`config.mk`:
```
export PLATFORM = sky130hd
export DESIGN_NAME = flash_cmd_sequencer_flat
export DESIGN_NICKNAME = d
export VERILOG_FILES = /design/src/rtl/flash_seq_pkg.sv /design/src/rtl/flash_cmd_sequencer_if.sv /design/src/rtl/flash_toggle_poll.sv /design/src/rtl/flash_cmd_sequencer.sv /design/src/flat_wrapper.sv
export SDC_FILE = /design/constraint.sdc
export NUM_CORES = 1
export LEC_CHECK = 0
export ABC_AREA = 1
export CAP_MARGIN = 25
export CORE_ASPECT_RATIO = 1.75
export CORE_MARGIN = 2
export CORE_UTILIZATION = 45
export DETAILED_ROUTE_END_ITERATION = 12
export DONT_BUFFER_PORTS = 1
export MAX_ROUTING_LAYER = met4
export PLACE_DENSITY = 0.71
export SYNTH_ARGS = -nofsm -noshare
export SYNTH_HDL_FRONTEND = slang
export SYNTH_SLANG_ARGS = --single-unit
```
`constraint.sdc`:
```
create_clock -name m2 -period 4.2 [get_ports m2]
set_clock_uncertainty 0.05 [all_clocks]
set_input_delay 1.05 -clock m2 [delete_from_list [all_inputs] [get_ports m2]]
set_output_delay 1.05 -clock m2 [all_outputs]
set_load 0.01 [all_outputs]
```
`src/rtl/flash_seq_pkg.sv`:
```
// Shared types, JEDEC command constants and the per-op command step table
// for the PRG flash command sequencer.
package flash_seq_pkg;

    typedef enum logic [1:0] {
        OpProgram     = 2'b00,
        OpSectorErase = 2'b01,
        OpChipErase   = 2'b10,
        OpReset       = 2'b11
    } op_e;

    typedef enum logic [2:0] {
        StIdle,
        StWrLo,
        StWrHi,
        StRdLo,
        StRdHi,
        StFinish
    } state_e;

    typedef enum logic [1:0] {
        SelAaa,
        Sel555,
        SelReq
    } addr_sel_e;

    localparam logic [11:0] UnlockAddrAaa = 12'hAAA;
    localparam logic [11:0] UnlockAddr555 = 12'h555;

    localparam logic [7:0] CmdAa = 8'hAA;
    localparam logic [7:0] Cmd55 = 8'h55;
    localparam logic [7:0] CmdA0 = 8'hA0;
    localparam logic [7:0] Cmd80 = 8'h80;
    localparam logic [7:0] Cmd30 = 8'h30;
    localparam logic [7:0] Cmd10 = 8'h10;
    localparam logic [7:0] CmdF0 = 8'hF0;

    // use_wdata selects the captured program byte instead of the data field.
    typedef struct packed {
        addr_sel_e   addr_sel;
        logic        use_wdata;
        logic [7:0]  data;
    } step_t;

    function automatic step_t step_lookup(op_e op, logic [2:0] idx);
        step_t s;
        s = '{addr_sel: SelReq, use_wdata: 1'b0, data: CmdF0};
        case (op)
            OpProgram: begin
                case (idx)
                    3'd0:    s = '{addr_sel: SelAaa, use_wdata: 1'b0, data: CmdAa};
                    3'd1:    s = '{addr_sel: Sel555, use_wdata: 1'b0, data: Cmd55};
                    3'd2:    s = '{addr_sel: SelAaa, use_wdata: 1'b0, data: CmdA0};
                    default: s = '{addr_sel: SelReq, use_wdata: 1'b1, data: 8'h00};
                endcase
            end
            OpSectorErase, OpChipErase: begin
                case (idx)
                    3'd0:    s = '{addr_sel: SelAaa, use_wdata: 1'b0, data: CmdAa};
                    3'd1:    s = '{addr_sel: Sel555, use_wdata: 1'b0, data: Cmd55};
                    3'd2:    s = '{addr_sel: SelAaa, use_wdata: 1'b0, data: Cmd80};
                    3'd3:    s = '{addr_sel: SelAaa, use_wdata: 1'b0, data: CmdAa};
                    3'd4:    s = '{addr_sel: Sel555, use_wdata: 1'b0, data: Cmd55};
                    default: begin
                        if (op == OpChipErase) begin
                            s = '{addr_sel: SelAaa, use_wdata: 1'b0, data: Cmd10};
                        end else begin
                            s = '{addr_sel: SelReq, use_wdata: 1'b0, data: Cmd30};
                        end
                    end
                endcase
            end
            default: s = '{addr_sel: SelReq, use_wdata: 1'b0, data: CmdF0};
        endcase
        return s;
    endfunction

    function automatic logic [2:0] last_step(op_e op);
        case (op)
            OpProgram:     return 3'd3;
            OpSectorErase: return 3'd5;
            OpChipErase:   return 3'd5;
            default:       return 3'd0;
        endcase
    endfunction

endpackage

```
`src/rtl/flash_cmd_sequencer_if.sv`:
```
// Request/status handshake plus flash pin bundle for flash_cmd_sequencer.
// master = requester/flash side, slave = the sequencer.
interface flash_cmd_sequencer_if #(
    parameter int unsigned ADDR_W = 27
);
    logic              req;
    logic [1:0]        op;
    logic [ADDR_W-1:0] req_addr;
    logic [7:0]        req_data;
    logic              busy;
    logic              done;
    logic              error;
    logic [ADDR_W-1:0] flash_addr;
    logic [7:0]        flash_dout;
    logic [7:0]        flash_din;
    logic              flash_drive;
    logic              flash_we_n;
    logic              flash_oe_n;

    modport master (
        output req, op, req_addr, req_data, flash_din,
        input  busy, done, error, flash_addr, flash_dout, flash_drive, flash_we_n, flash_oe_n
    );

    modport slave (
        input  req, op, req_addr, req_data, flash_din,
        output busy, done, error, flash_addr, flash_dout, flash_drive, flash_we_n, flash_oe_n
    );
endinterface

```
`src/rtl/flash_toggle_poll.sv`:
```
// DQ6 toggle / DQ5 fault tracker for embedded-algorithm completion polling.
// Optional poll timeout counter compiled in with FLASH_SEQ_TIMEOUT_EN.
module flash_toggle_poll #(
    parameter int unsigned          TIMEOUT_W      = 24,
    parameter logic [TIMEOUT_W-1:0] TIMEOUT_CYCLES = 24'hFFFFFF
) (
    input  logic clk_i,
    input  logic rst_ni,
    input  logic start_i,
    input  logic sample_i,
    input  logic dq6_i,
    input  logic dq5_i,
    output logic poll_ok_o,
    output logic poll_fail_o
);

    if (TIMEOUT_CYCLES == '0) begin : g_bad_cfg
        $error("flash_toggle_poll: TIMEOUT_CYCLES must be nonzero");
    end

    logic first_q, first_d;
    logic dq6_q, dq6_d;
    logic seen_q, seen_d;
    logic timeout;

`ifdef FLASH_SEQ_TIMEOUT_EN
    logic [TIMEOUT_W-1:0] cnt_q, cnt_d, cnt_inc;

    assign cnt_inc = cnt_q + TIMEOUT_W'(1);
    // The sample that brings the count to the limit is itself the failing one.
    assign timeout = sample_i && (cnt_inc == TIMEOUT_CYCLES);

    always_comb begin
        cnt_d = cnt_q;
        if (start_i) begin
            cnt_d = '0;
        end else if (sample_i) begin
            cnt_d = cnt_inc;
        end
    end

    always_ff @(posedge clk_i or negedge rst_ni) begin
        if (!rst_ni) begin
            cnt_q <= '0;
        end else begin
            cnt_q <= cnt_d;
        end
    end
`else
    assign timeout = 1'b0;
`endif

    always_comb begin
        first_d     = first_q;
        dq6_d       = dq6_q;
        seen_d      = seen_q;
        poll_ok_o   = 1'b0;
        poll_fail_o = 1'b0;
        if (start_i) begin
            first_d = 1'b1;
            seen_d  = 1'b0;
        end else if (sample_i) begin
            if (timeout) begin
                poll_fail_o = 1'b1;
            end else if (first_q) begin
                first_d = 1'b0;
                dq6_d   = dq6_i;
            end else if (dq6_i == dq6_q) begin
                poll_ok_o = 1'b1;
            end else if (seen_q) begin
                poll_fail_o = 1'b1;
            end else begin
                // DQ5 only counts as a fault if the next read still toggles.
                seen_d = dq5_i;
                dq6_d  = dq6_i;
            end
        end
    end

    always_ff @(posedge clk_i or negedge rst_ni) begin
        if (!rst_ni) begin
            first_q <= 1'b1;
            dq6_q   <= 1'b0;
            seen_q  <= 1'b0;
        end else begin
            first_q <= first_d;
            dq6_q   <= dq6_d;
            seen_q  <= seen_d;
        end
    end

endmodule

```
`src/rtl/flash_cmd_sequencer.sv`:
```
// JEDEC command sequencer for the PRG flash: program, sector/chip erase, reset.
// Define FLASH_SEQ_TIMEOUT_EN to bound completion polling with a cycle limit.
module flash_cmd_sequencer
    import flash_seq_pkg::*;
#(
    parameter int unsigned          ADDR_W         = 27,
    parameter int unsigned          TIMEOUT_W      = 24,
    parameter logic [TIMEOUT_W-1:0] TIMEOUT_CYCLES = 24'hFFFFFF
) (
    input logic                  m2,
    input logic                  rst_n,
    flash_cmd_sequencer_if.slave bus
);

    state_e            state_q, state_d;
    op_e               op_q, op_d;
    logic [ADDR_W-1:0] addr_q, addr_d;
    logic [7:0]        wdata_q, wdata_d;
    logic [2:0]        idx_q, idx_d;
    logic              fail_q, fail_d;

    logic              poll_start, poll_sample, poll_ok, poll_fail;
    step_t             step;
    logic [ADDR_W-1:0] wr_addr;
    logic [7:0]        wr_byte;
    logic              unused_din;

    assign unused_din = ^{bus.flash_din[7], bus.flash_din[4:0]};

    assign step    = step_lookup(op_q, idx_q);
    assign wr_byte = step.use_wdata ? wdata_q : step.data;

    always_comb begin
        unique case (step.addr_sel)
            SelAaa:  wr_addr = ADDR_W'(UnlockAddrAaa);
            Sel555:  wr_addr = ADDR_W'(UnlockAddr555);
            default: wr_addr = addr_q;
        endcase
    end

    always_comb begin
        state_d     = state_q;
        op_d        = op_q;
        addr_d      = addr_q;
        wdata_d     = wdata_q;
        idx_d       = idx_q;
        fail_d      = fail_q;
        poll_start  = 1'b0;
        poll_sample = 1'b0;
        unique case (state_q)
            StIdle: begin
                if (bus.req) begin
                    op_d    = op_e'(bus.op);
                    addr_d  = bus.req_addr;
                    wdata_d = bus.req_data;
                    idx_d   = 3'd0;
                    state_d = StWrLo;
                end
            end
            StWrLo: state_d = StWrHi;
            StWrHi: begin
                if (idx_q != last_step(op_q)) begin
                    idx_d   = idx_q + 3'd1;
                    state_d = StWrLo;
                end else if (op_q == OpReset) begin
                    fail_d  = 1'b0;
                    state_d = StFinish;
                end else begin
                    poll_start = 1'b1;
                    state_d    = StRdLo;
                end
            end
            StRdLo: state_d = StRdHi;
            StRdHi: begin
                poll_sample = 1'b1;
                if (poll_fail) begin
                    fail_d  = 1'b1;
                    state_d = StFinish;
                end else if (poll_ok) begin
                    fail_d  = 1'b0;
                    state_d = StFinish;
                end else begin
                    state_d = StRdLo;
                end
            end
            StFinish: state_d = StIdle;
            default:  state_d = StIdle;
        endcase
    end

    // Pins are decoded from registered state so reset releases them at once.
    always_comb begin
        bus.busy        = 1'b0;
        bus.done        = 1'b0;
        bus.error       = 1'b0;
        bus.flash_addr  = '0;
        bus.flash_dout  = '0;
        bus.flash_drive = 1'b0;
        bus.flash_we_n  = 1'b1;
        bus.flash_oe_n  = 1'b1;
        unique case (state_q)
            StWrLo, StWrHi: begin
                bus.busy        = 1'b1;
                bus.flash_addr  = wr_addr;
                bus.flash_dout  = wr_byte;
                bus.flash_drive = 1'b1;
                bus.flash_we_n  = (state_q != StWrLo);
            end
            StRdLo, StRdHi: begin
                bus.busy       = 1'b1;
                bus.flash_addr = addr_q;
                bus.flash_oe_n = 1'b0;
            end
            StFinish: begin
                bus.done  = ~fail_q;
                bus.error = fail_q;
            end
            default: ;
        endcase
    end

    always_ff @(posedge m2 or negedge rst_n) begin
        if (!rst_n) begin
            state_q <= StIdle;
            op_q    <= OpProgram;
            addr_q  <= '0;
            wdata_q <= '0;
            idx_q   <= '0;
            fail_q  <= 1'b0;
        end else begin
            state_q <= state_d;
            op_q    <= op_d;
            addr_q  <= addr_d;
            wdata_q <= wdata_d;
            idx_q   <= idx_d;
            fail_q  <= fail_d;
        end
    end

    flash_toggle_poll #(
        .TIMEOUT_W      (TIMEOUT_W),
        .TIMEOUT_CYCLES (TIMEOUT_CYCLES)
    ) u_poll (
        .clk_i       (m2),
        .rst_ni      (rst_n),
        .start_i     (poll_start),
        .sample_i    (poll_sample),
        .dq6_i       (bus.flash_din[6]),
        .dq5_i       (bus.flash_din[5]),
        .poll_ok_o   (poll_ok),
        .poll_fail_o (poll_fail)
    );

endmodule

```
`src/flat_wrapper.sv`:
```
// flat-port wrapper written by rule: the top's interface ports become plain ports
module flash_cmd_sequencer_flat import flash_seq_pkg::*;
#(
    parameter int unsigned          ADDR_W         = 27,
    parameter int unsigned          TIMEOUT_W      = 24,
    parameter logic [TIMEOUT_W-1:0] TIMEOUT_CYCLES = 24'hFFFFFF
)
  (m2, rst_n, bus_req, bus_op, bus_req_addr, bus_req_data, bus_flash_din, bus_busy, bus_done, bus_error, bus_flash_addr, bus_flash_dout, bus_flash_drive, bus_flash_we_n, bus_flash_oe_n);
  flash_cmd_sequencer_if #(.ADDR_W(ADDR_W)) bus_i ();
  input logic m2;
  input logic rst_n;
  input wire logic [$bits(bus_i.req)-1:0] bus_req;
  input wire logic [$bits(bus_i.op)-1:0] bus_op;
  input wire logic [$bits(bus_i.req_addr)-1:0] bus_req_addr;
  input wire logic [$bits(bus_i.req_data)-1:0] bus_req_data;
  input wire logic [$bits(bus_i.flash_din)-1:0] bus_flash_din;
  output wire logic [$bits(bus_i.busy)-1:0] bus_busy;
  output wire logic [$bits(bus_i.done)-1:0] bus_done;
  output wire logic [$bits(bus_i.error)-1:0] bus_error;
  output wire logic [$bits(bus_i.flash_addr)-1:0] bus_flash_addr;
  output wire logic [$bits(bus_i.flash_dout)-1:0] bus_flash_dout;
  output wire logic [$bits(bus_i.flash_drive)-1:0] bus_flash_drive;
  output wire logic [$bits(bus_i.flash_we_n)-1:0] bus_flash_we_n;
  output wire logic [$bits(bus_i.flash_oe_n)-1:0] bus_flash_oe_n;
  assign bus_i.req = bus_req;
  assign bus_i.op = bus_op;
  assign bus_i.req_addr = bus_req_addr;
  assign bus_i.req_data = bus_req_data;
  assign bus_i.flash_din = bus_flash_din;
  assign bus_busy = bus_i.busy;
  assign bus_done = bus_i.done;
  assign bus_error = bus_i.error;
  assign bus_flash_addr = bus_i.flash_addr;
  assign bus_flash_dout = bus_i.flash_dout;
  assign bus_flash_drive = bus_i.flash_drive;
  assign bus_flash_we_n = bus_i.flash_we_n;
  assign bus_flash_oe_n = bus_i.flash_oe_n;
  flash_cmd_sequencer #(.ADDR_W(ADDR_W), .TIMEOUT_W(TIMEOUT_W), .TIMEOUT_CYCLES(TIMEOUT_CYCLES)) u_core (.m2(m2), .rst_n(rst_n), .bus(bus_i));
endmodule
```
==> reports/results.ini <==
[detailed_routing]
num_vias = 2157
dr.pass1.iters = 4
wl_met2_um = 3291
totalWireLength_um = 6059
wirelength_met1_um = 2344
detail-route-antenna-nets = 0
drc_errors = 0
wl_met3_um = 264
viasPerCell = 5.261
drt_iter0_drc = 107
wire_per_inst_um = 14.78
routed.top_layer = met4

[global_routing]
grt_pass1_vias = 2207
grt-ovfl-total = 0
grt_pass1_wl_um = 9839
grt_usage_pct = 18.73
antenna_found_initial = 0
grt_max_degree = 48

[logic_synthesis]
synth-compound-area-share_pct = 11.21
muxShareOfSynthArea_pct = 9.320
yosysTopAreaCell = dfrtp_1
synthesis.yosys.warnings = 0
synth_xor_xnor_area_share_pct = 0.9455
synth_cell_types = 31
postSynthCellCount = 333
synth_seq_cells = 47
syn_area_per_cell_sq_um = 8.345
yosysSeqAreaShare_pct = 42.37
yosys.area_share.simple_pct = 24.09
syn_area_sq_mm = 0.002779
ys_top_cells_by_area = dfrtp_1, nand2_1, mux2_2, inv_1, nor2_1
synth_top_family_by_area = simple AND/OR/NAND/NOR gates
synth_fa_ha_area_share_pct = 4.052
syn-num-nets = 390
netlist.area_leader.share_pct = 41.42

[die]
io_pins = 89
fp.dieH_um = 108.0
chipWidth_um = 63.41
start_util_pct = 46.90
die_area_sq_mm = 0.006845
core_sq_mm = 0.005926
fp-row-count = 37

[setup_path]
start_kind = register
worstPathRequired_ns = 3.10
critPathMaxFanout = 17
reg2reg_depth = 9
worstPathArrival_ns = 2.37
path_class = reg2out
r2r_setup_slack_ns = 2.47
r2r_end = u_core.idx_q[0]$_DFFE_PN0P_
end_kind = primary output
worstReg2RegStart = u_core.op_q[0]$_DFFE_PN0P_

[sta]
finalCritPeriodShare_pct = 82.53
finalSetupTns_ns = 0
hold_viol = 0
fmax_ghz = 0.2885
drv_slew = 0
period_minus_slack_ns = 3.466
slew_headroom_pct = 60.37
worst_pin_slew_ns = 0.5929
rsz0062_at_grt = false
setup_violations = 0

[finish]
diodes = 0
final_cell_mix = nand2_1, dfrtp_1, inv_1
stdcell_count = 410
fillers = 602
layout.nets = 388
drive_gt1_share_pct = 16.87
syn_to_final_growth_pct = 6.979
final_common_cell = nand2_1

[cts]
cts_buffers = 5
cts_setup_buffers = 0
htree_levels = 2
cts_tree = yes
ctsRootBufferMaster = clkbuf_8
clkSlewWorstSetupHoldPaths_ns = 0.08
insertion_delay_ns = 0.30
ctsResizeCount = 0
cts_hold_buf = 0
clock_sinks = 47
clockBufferDepth = 2

[pwr]
pwr_density_cell_mw_per_mm2 = 847.6
ir_drop_mv = 0.5235
leakagePower_nw = 1.464
power.total_mw = 2.520

[placement]
dp_cells = 401
gp_congestion = 0.8433
numPortBuffers = 0
dp_hpwl_um = 4548

[min_path]
hold_path_class = in2async

[run_status]
status = complete, no violations

[run]
cap_violations = 0

==> state kept, by name, summed over array words and instances, names as in the netlist <==
name / cells
u_core.u_poll.seen_q: 1
u_core.idx_q: 3
u_core.u_poll.dq6_q: 1
u_core.op_q: 2
u_core.fail_q: 1
u_core.state_q: 3
u_core.wdata_q: 8
u_core.u_poll.first_q: 1
u_core.addr_q: 27
==> cells in the mapped netlist, drive strengths merged <==
cell and instances:
nand3b 2, or2 1, a21boi 15, o21ai 10, ha 9, nor3 1, nor2b 1, nand4 4
dfrtp 46, nand2 83, nor2 35, xor2 1, inv 41, clkbuf 3, a31oi 1, a21oi 21
mux2 23, dfstp 1, xnor2 2, and2 1, buf 8, nand3 24
==> critical path, stage by stage (launching register included) <==
cell      delay (ns)
dfrtp_1         0.45
nor2_2          0.17
nand2_1         0.15
nand2_1         0.48
inv_2           0.34
a21boi_0        0.45
==> metrics by stage <==
step	area [sq um]	setup WS [ns]	utilization (%)	hold slack (ns)
6_report	2973	0.7338	50.17	0.3785
5_1_grt	2973	0.5737	50.17	0.3591
4_1_cts	2953	0.7327	49.83	0.3688
3_5_place_dp	2820	1.076	47.59	0.4381
3_3_place_gp	2820	1.104	47.59	0.4232
2_1_floorplan	2779	1.571	-	0.4124
==> metal layers <==
layer	vias to the layer above	track usage [%]
li1	1059	-
met1	1016	19.72
met2	67	33.76
met3	15	3.642
met4	0	7.919
met5	-	-
==> worst max path at each step <==
stage / to / startpoint / cells past startpoint
6_report: bus_flash_addr[24] / u_core.state_q[0]$_DFFE_PN0P_ / 5
5_1_grt: bus_flash_addr[24] / u_core.state_q[0]$_DFFE_PN0P_ / 5
4_1_cts: bus_flash_addr[24] / u_core.state_q[0]$_DFFE_PN0P_ / 5
3_5_place_dp: bus_flash_addr[24] / u_core.state_q[0]$_DFFE_PN0P_ / 5
3_3_place_gp: bus_flash_addr[24] / u_core.state_q[0]$_DFFE_PN0P_ / 5
2_1_floorplan: bus_flash_addr[12] / u_core.idx_q[0]$_DFFE_PN0P_ / 10
==> kinds of logic after synthesis <==
kind of cell | after synthesis
AO/OA/AOI/OAI | 47
adder cells (fa/ha/maj) | 9
flip-flops | 47
AND/OR/NAND/NOR | 152
multiplexers | 23
XOR/XNOR | 3
buffers and inverters | 52
==> final cells by class <==
type	instances	area, sq um	area share, %
well taps	78	97.59	3.283
inverters	41	153.9	5.177
repair buffers	2	27.53	0.9259
flip-flops and latches	47	1177	39.60
multi-input cells	234	1384	46.55
clock buffers	6	72.57	2.441
clock inverters	2	60.06	2.020
==> where the power goes <==
| group | total [mW] | leakage, nW | internal [mW] | switching, mW |
|---|---|---|---|---|
| combinational | 1.34 | 0.848 | 0.453 | 0.885 |
| clock | 0.389 | 0.0654 | 0.238 | 0.151 |
| sequential | 0.792 | 0.551 | 0.670 | 0.122 |
| total | 2.52 | 1.46 | 1.36 | 1.16 |
(Power assumes the default switching activity.)
==> edit 1: new RTL, config.mk and constraints unchanged <==
The 6 states of `state_e` get a one-hot encoding in 6 bits.
--- a/src/rtl/flash_seq_pkg.sv
+++ b/src/rtl/flash_seq_pkg.sv
@@ -9,13 +9,13 @@
         OpReset       = 2'b11
     } op_e;
 
-    typedef enum logic [2:0] {
-        StIdle,
-        StWrLo,
-        StWrHi,
-        StRdLo,
-        StRdHi,
-        StFinish
+    typedef enum logic [5:0] {
+        StIdle   = 6'b000001,
+        StWrLo   = 6'b000010,
+        StWrHi   = 6'b000100,
+        StRdLo   = 6'b001000,
+        StRdHi   = 6'b010000,
+        StFinish = 6'b100000
     } state_e;
 
     typedef enum logic [1:0] {
Check against the original RTL: same outputs for any inputs over 10 cycles, from zero or initial values and one cycle with rst_n low; not proved beyond that.
==> edit 1 against the original RTL <==
  * Fmax fell by 5.8%
  * Die area rose by 9.7%
  * Routed wire length rose by 5.6%
  * Non-clock buffer count fell by 1
  * Largest power group unchanged
  * Combinational power fell by 22%
  * Area after synthesis rose by 10%
  * Final area rose by 8.5%
  * Worst hold slack improved by 0.029 ns
  * Sequential cell count rose by 3
  * Critical path type unchanged
  * Via count fell by 1.6%
  * First-iteration DRC count rose by 27%
  * Power fell by 9.3%
  * Setup slack got worse by 0.21 ns
==> edit 1: results (changes against the original RTL) <==
run_status:
  status: "finished, final reports clean"
timing:
  period_needed_ns: 3.68  # +0.213 ns
  tightest_slew_ns: 0.927  # +0.334 ns
power_and_ir_drop:
  ir_drop_v: 0.000384  # -27%
yosys:
  synthMuxAreaShare: 0.173  # +0.0795
  seq_area_frac_synth: 0.409  # -0.0145
  syn_avg_cell_area_um2: 9.52  # +14%
  synth_cell_types: 34  # +9.7%
  synth_fa_ha_area_frac: 0.0408  # +0.000311
  post_synth_most_frequent_cells: "72 x nand2_1, 48 x dfrtp_1, 37 x inv_1, 30 x mux2_4, 27 x nor2_1"
  mappedNetlistNets: 380  # -2.6%
setup_path:
  startpoint: "u_core.idx_q[0]$_DFFE_PN0P_"
  reg2reg_depth: 4  # -5
  cp_slowest_cell: "a21boi_0"
  arrival_ns: 2.58  # +0.21 ns
  r2r_slack_ns: 1.99  # -0.48 ns
final_layout:
  nets: 378  # -2.6%
  fillCellCount: 629  # +4.5%
  stdcell_count: 402  # -2.0%
global_routing:
  met1_usage: 0.216  # +0.0190
  first_global_vias: 2183  # -1.1%
  track_usage: 0.190  # +0.00308
  grt_pass1_wl_um: 10700  # +8.6%
  grt_max_degree: 51  # +6.3%
place:
  place.gp.congestion: 0.900  # +6.7%
routing:
  viasPerCell: 5.28  # +0.38%
==> edit 1: cell count changes after synthesis, moves of 3 or more <==
cell      change
clkbuf_1      -3
a21oi_1      -17
buf_6         +4
mux2_4       +30
mux2_2       -16
nand2_1       -7
nor2_1        -6
==> edit 1: logic make-up after synthesis <==
family / Yosys count
and+or+nand+nor: 139
xor gates and xnor gates: 4
DFF: 50
AOI/OAI and AO/OA: 32
adders and majority gates: 10
muxes: 37
buffers and inverters: 50
==> edit 1: worst min path at each step <==
| stage | start | end | slack (ns) | cells past startpoint |
|---|---|---|---|---|
| floorplan | u_core.addr_q[26]$_DFFE_PN0P_ | u_core.addr_q[26]$_DFFE_PN0P_ | 0.42 | 1 |
| global placement | u_core.addr_q[26]$_DFFE_PN0P_ | u_core.addr_q[26]$_DFFE_PN0P_ | 0.43 | 1 |
| detailed placement | u_core.addr_q[13]$_DFFE_PN0P_ | u_core.addr_q[13]$_DFFE_PN0P_ | 0.44 | 1 |
| CTS | rst_n | u_core.addr_q[7]$_DFFE_PN0P_ | 0.40 | 0 |
| global route | rst_n | u_core.addr_q[0]$_DFFE_PN0P_ | 0.39 | 0 |
| finish | rst_n | u_core.addr_q[25]$_DFFE_PN0P_ | 0.41 | 0 |
==> edit 1: where the power goes <==
| group | internal [W] | switching, W |
|---|---|---|
| clock | 0.000234 | 0.000164 |
| combinational | 0.000509 | 0.000546 |
| sequential | 0.000693 | 0.000139 |
| total | 0.00144 | 0.000849 |
==> edit 1: cell type report <==
class	count	area, um2	area share
tap	82	103	0.0318
inverter	40	150	0.0466
clock buffer	7	143	0.0442
multi-input combinational	222	1570	0.486
timing repair buffer	1	7.51	0.00233
sequential	50	1250	0.389
==> edit 2: new RTL, same settings <==
Made on the original files. `ADDR_W` is set to 27 in 3 places; all go to 19.
--- a/src/rtl/flash_cmd_sequencer_if.sv
+++ b/src/rtl/flash_cmd_sequencer_if.sv
@@ -1,7 +1,7 @@
 // Request/status handshake plus flash pin bundle for flash_cmd_sequencer.
 // master = requester/flash side, slave = the sequencer.
 interface flash_cmd_sequencer_if #(
-    parameter int unsigned ADDR_W = 27
+    parameter int unsigned ADDR_W = 19
 );
     logic              req;
     logic [1:0]        op;
--- a/src/rtl/flash_cmd_sequencer.sv
+++ b/src/rtl/flash_cmd_sequencer.sv
@@ -3,7 +3,7 @@
 module flash_cmd_sequencer
     import flash_seq_pkg::*;
 #(
-    parameter int unsigned          ADDR_W         = 27,
+    parameter int unsigned          ADDR_W         = 19,
     parameter int unsigned          TIMEOUT_W      = 24,
     parameter logic [TIMEOUT_W-1:0] TIMEOUT_CYCLES = 24'hFFFFFF
 ) (
--- a/src/flat_wrapper.sv
+++ b/src/flat_wrapper.sv
@@ -1,7 +1,7 @@
 // flat-port wrapper written by rule: the top's interface ports become plain ports
 module flash_cmd_sequencer_flat import flash_seq_pkg::*;
 #(
-    parameter int unsigned          ADDR_W         = 27,
+    parameter int unsigned          ADDR_W         = 19,
     parameter int unsigned          TIMEOUT_W      = 24,
     parameter logic [TIMEOUT_W-1:0] TIMEOUT_CYCLES = 24'hFFFFFF
 )
Interface: changed (resized bus_flash_addr and bus_req_addr); port bits go from 89 to 73. The function was not compared with the original's and may differ.
==> edit 2 against the original RTL <==
  * Via count decreased by 7.3%
  * Routed wire length decreased by 15%
  * Final area decreased by 17%
  * First-iteration DRC count decreased by 33%
  * Final cell count decreased by 6.6%
  * Largest power group unchanged
  * Sequential cell count decreased by 8
  * Largest cell class unchanged
  * Area after synthesis decreased by 16%
  * Highest routed layer unchanged
  * Global-route usage increased by 0.45 points
  * Setup slack improved by 0.16 ns
  * Critical endpoint is now bus_flash_addr[14]
  * Core utilization decreased by 0.70 points
  * Sequential power decreased by 18%
  * Power decreased by 18%
==> edit 2: results (changes against the original RTL) <==
run_status:
  status: "finished, final reports clean"
setup_path:
  arrival_ns: 2.20  # -0.17 ns
  cp_slowest_cell: "dfrtp_1"
  crit_family: "simple AND/OR/NAND/NOR gates"
  endpoint: "bus_flash_addr[14]"
  cp_max_fo: 13  # -4
  r2r_start: "u_core.state_q[0]$_DFFE_PN0P_"
  startpoint: "u_core.idx_q[0]$_DFFE_PN0P_"
  timing.rr.end: "u_core.idx_q[0]$_DFFE_PN0P_"
  reg2reg_depth: 9  # unchanged
  r2r_slack_ns: 1.94  # -0.53 ns
  worst_path_largest_cell_delay_ns: 0.45  # -0.03 ns
power_and_ir_drop:
  power.leakage_nw: 1.30  # -11%
  powerDensity_nw_per_um2: 837  # -1.2%
  clk-power_w: 0.000278  # -29%
  power_frac_seq: 0.317  # +0.003
  p_sw_frac: 0.506  # +0.0464
  ir_drop_v: 0.000530  # +1.3%
min_path:
  hp-class: "input pin to asynchronous set/reset pin"
place:
  place_area_um2: 2360  # -16%
  hpwl_um: 3830  # -16%
  io_buffer_count: 0  # unchanged
  dp_slack_ns: 1.20  # +0.119 ns
  place.gp.congestion: 0.878  # +4.1%
final_layout:
  fillCellCount: 514  # -15%
  drive_gt1_frac: 0.0638  # -0.105
  nets: 376  # -3.1%
  top_regs: "u_core.addr_q x19, u_core.wdata_q x8"
  n_antenna_cell: 0  # unchanged
global_routing:
  grt_max_degree: 40  # -17%
  first_global_vias: 1889  # -14%
  track_usage: 0.192  # +0.00450
  grt_pass1_wl_um: 8330  # -15%
  grt_antenna_before_repair: 0  # unchanged
cts:
  cts_made_buffers: 5  # unchanged
  cts_setup_buffers: 0  # unchanged
  ctsHtreeMaxLevel: 2  # unchanged
  cts.path.max_buffers: 2  # unchanged
  clk_latency_ns: 0.30  # about the same
  clk_pin_slew_worst_paths_ns: 0.07
  cts_root_buf: "clkbuf_8"
  ctsResizeCount: 0  # unchanged
routing:
  drt_iter0_drc: 72  # -33%
  wirelength_um: 5130  # -15%
  first_pass_iters: 5  # +1
  viasPerCell: 5.22  # -0.74%
yosys:
  seq_area_frac_synth: 0.419  # -0.00447
  synth_cell_types: 23  # -26%
  synth-async-reset-ratio: 1.00  # unchanged
  ys.warnings.count: 0  # unchanged
  synth_area_leaders: "dfrtp_1 41%, nand2_1 20%, inv_1 6.6%, nand3_1 6.0%, o21ai_0 5.6%"
  post_synth_most_frequent_cells: "127 x nand2_1, 41 x inv_1, 38 x dfrtp_1, 28 x nand3_1, 26 x o21ai_0"
timing:
  maxSlewHeadroom: 0.674  # +0.0700
  max_freq_mhz: 303  # +4.9%
floorplan:
  dieArea_um2: 5790  # -15%
==> edit 2: metal layers <==
metal	GRT usage	up-vias	wire (um)
li1	-	1022	-
met2	0.321	50	2700
met3	0.0312	15	201
met5	-	-	0
met4	0.0912	0	164
met1	0.218	913	2060
==> edit 2: cells by family after synthesis <==
kind of cell,Yosys count,synth area share
adder cells (fa/ha/maj),8,0.0429
AND/OR/NAND/NOR,184,0.335
buffers and inverters,51,0.0880
XOR/XNOR,4,0.0150
flip-flops,39,0.419
AO/OA/AOI/OAI,42,0.0998
==> edit 2: final cells by class <==
type                    count  area share
flip-flops and latches     39       0.397
clock buffers               8      0.0407
multi-input cells         238       0.466
repair buffers              1     0.00305
well taps                  54      0.0274
inverters                  43      0.0655
==> edit 2: stage by stage <==
stage	utilization	hold WS, ns	std cells
2_1_floorplan	-	0.386	328
6_report	0.495	0.390	383
5_1_grt	0.495	0.375	383
3_5_place_dp	0.475	0.402	375
4_1_cts	0.495	0.394	383
3_3_place_gp	0.475	0.398	375
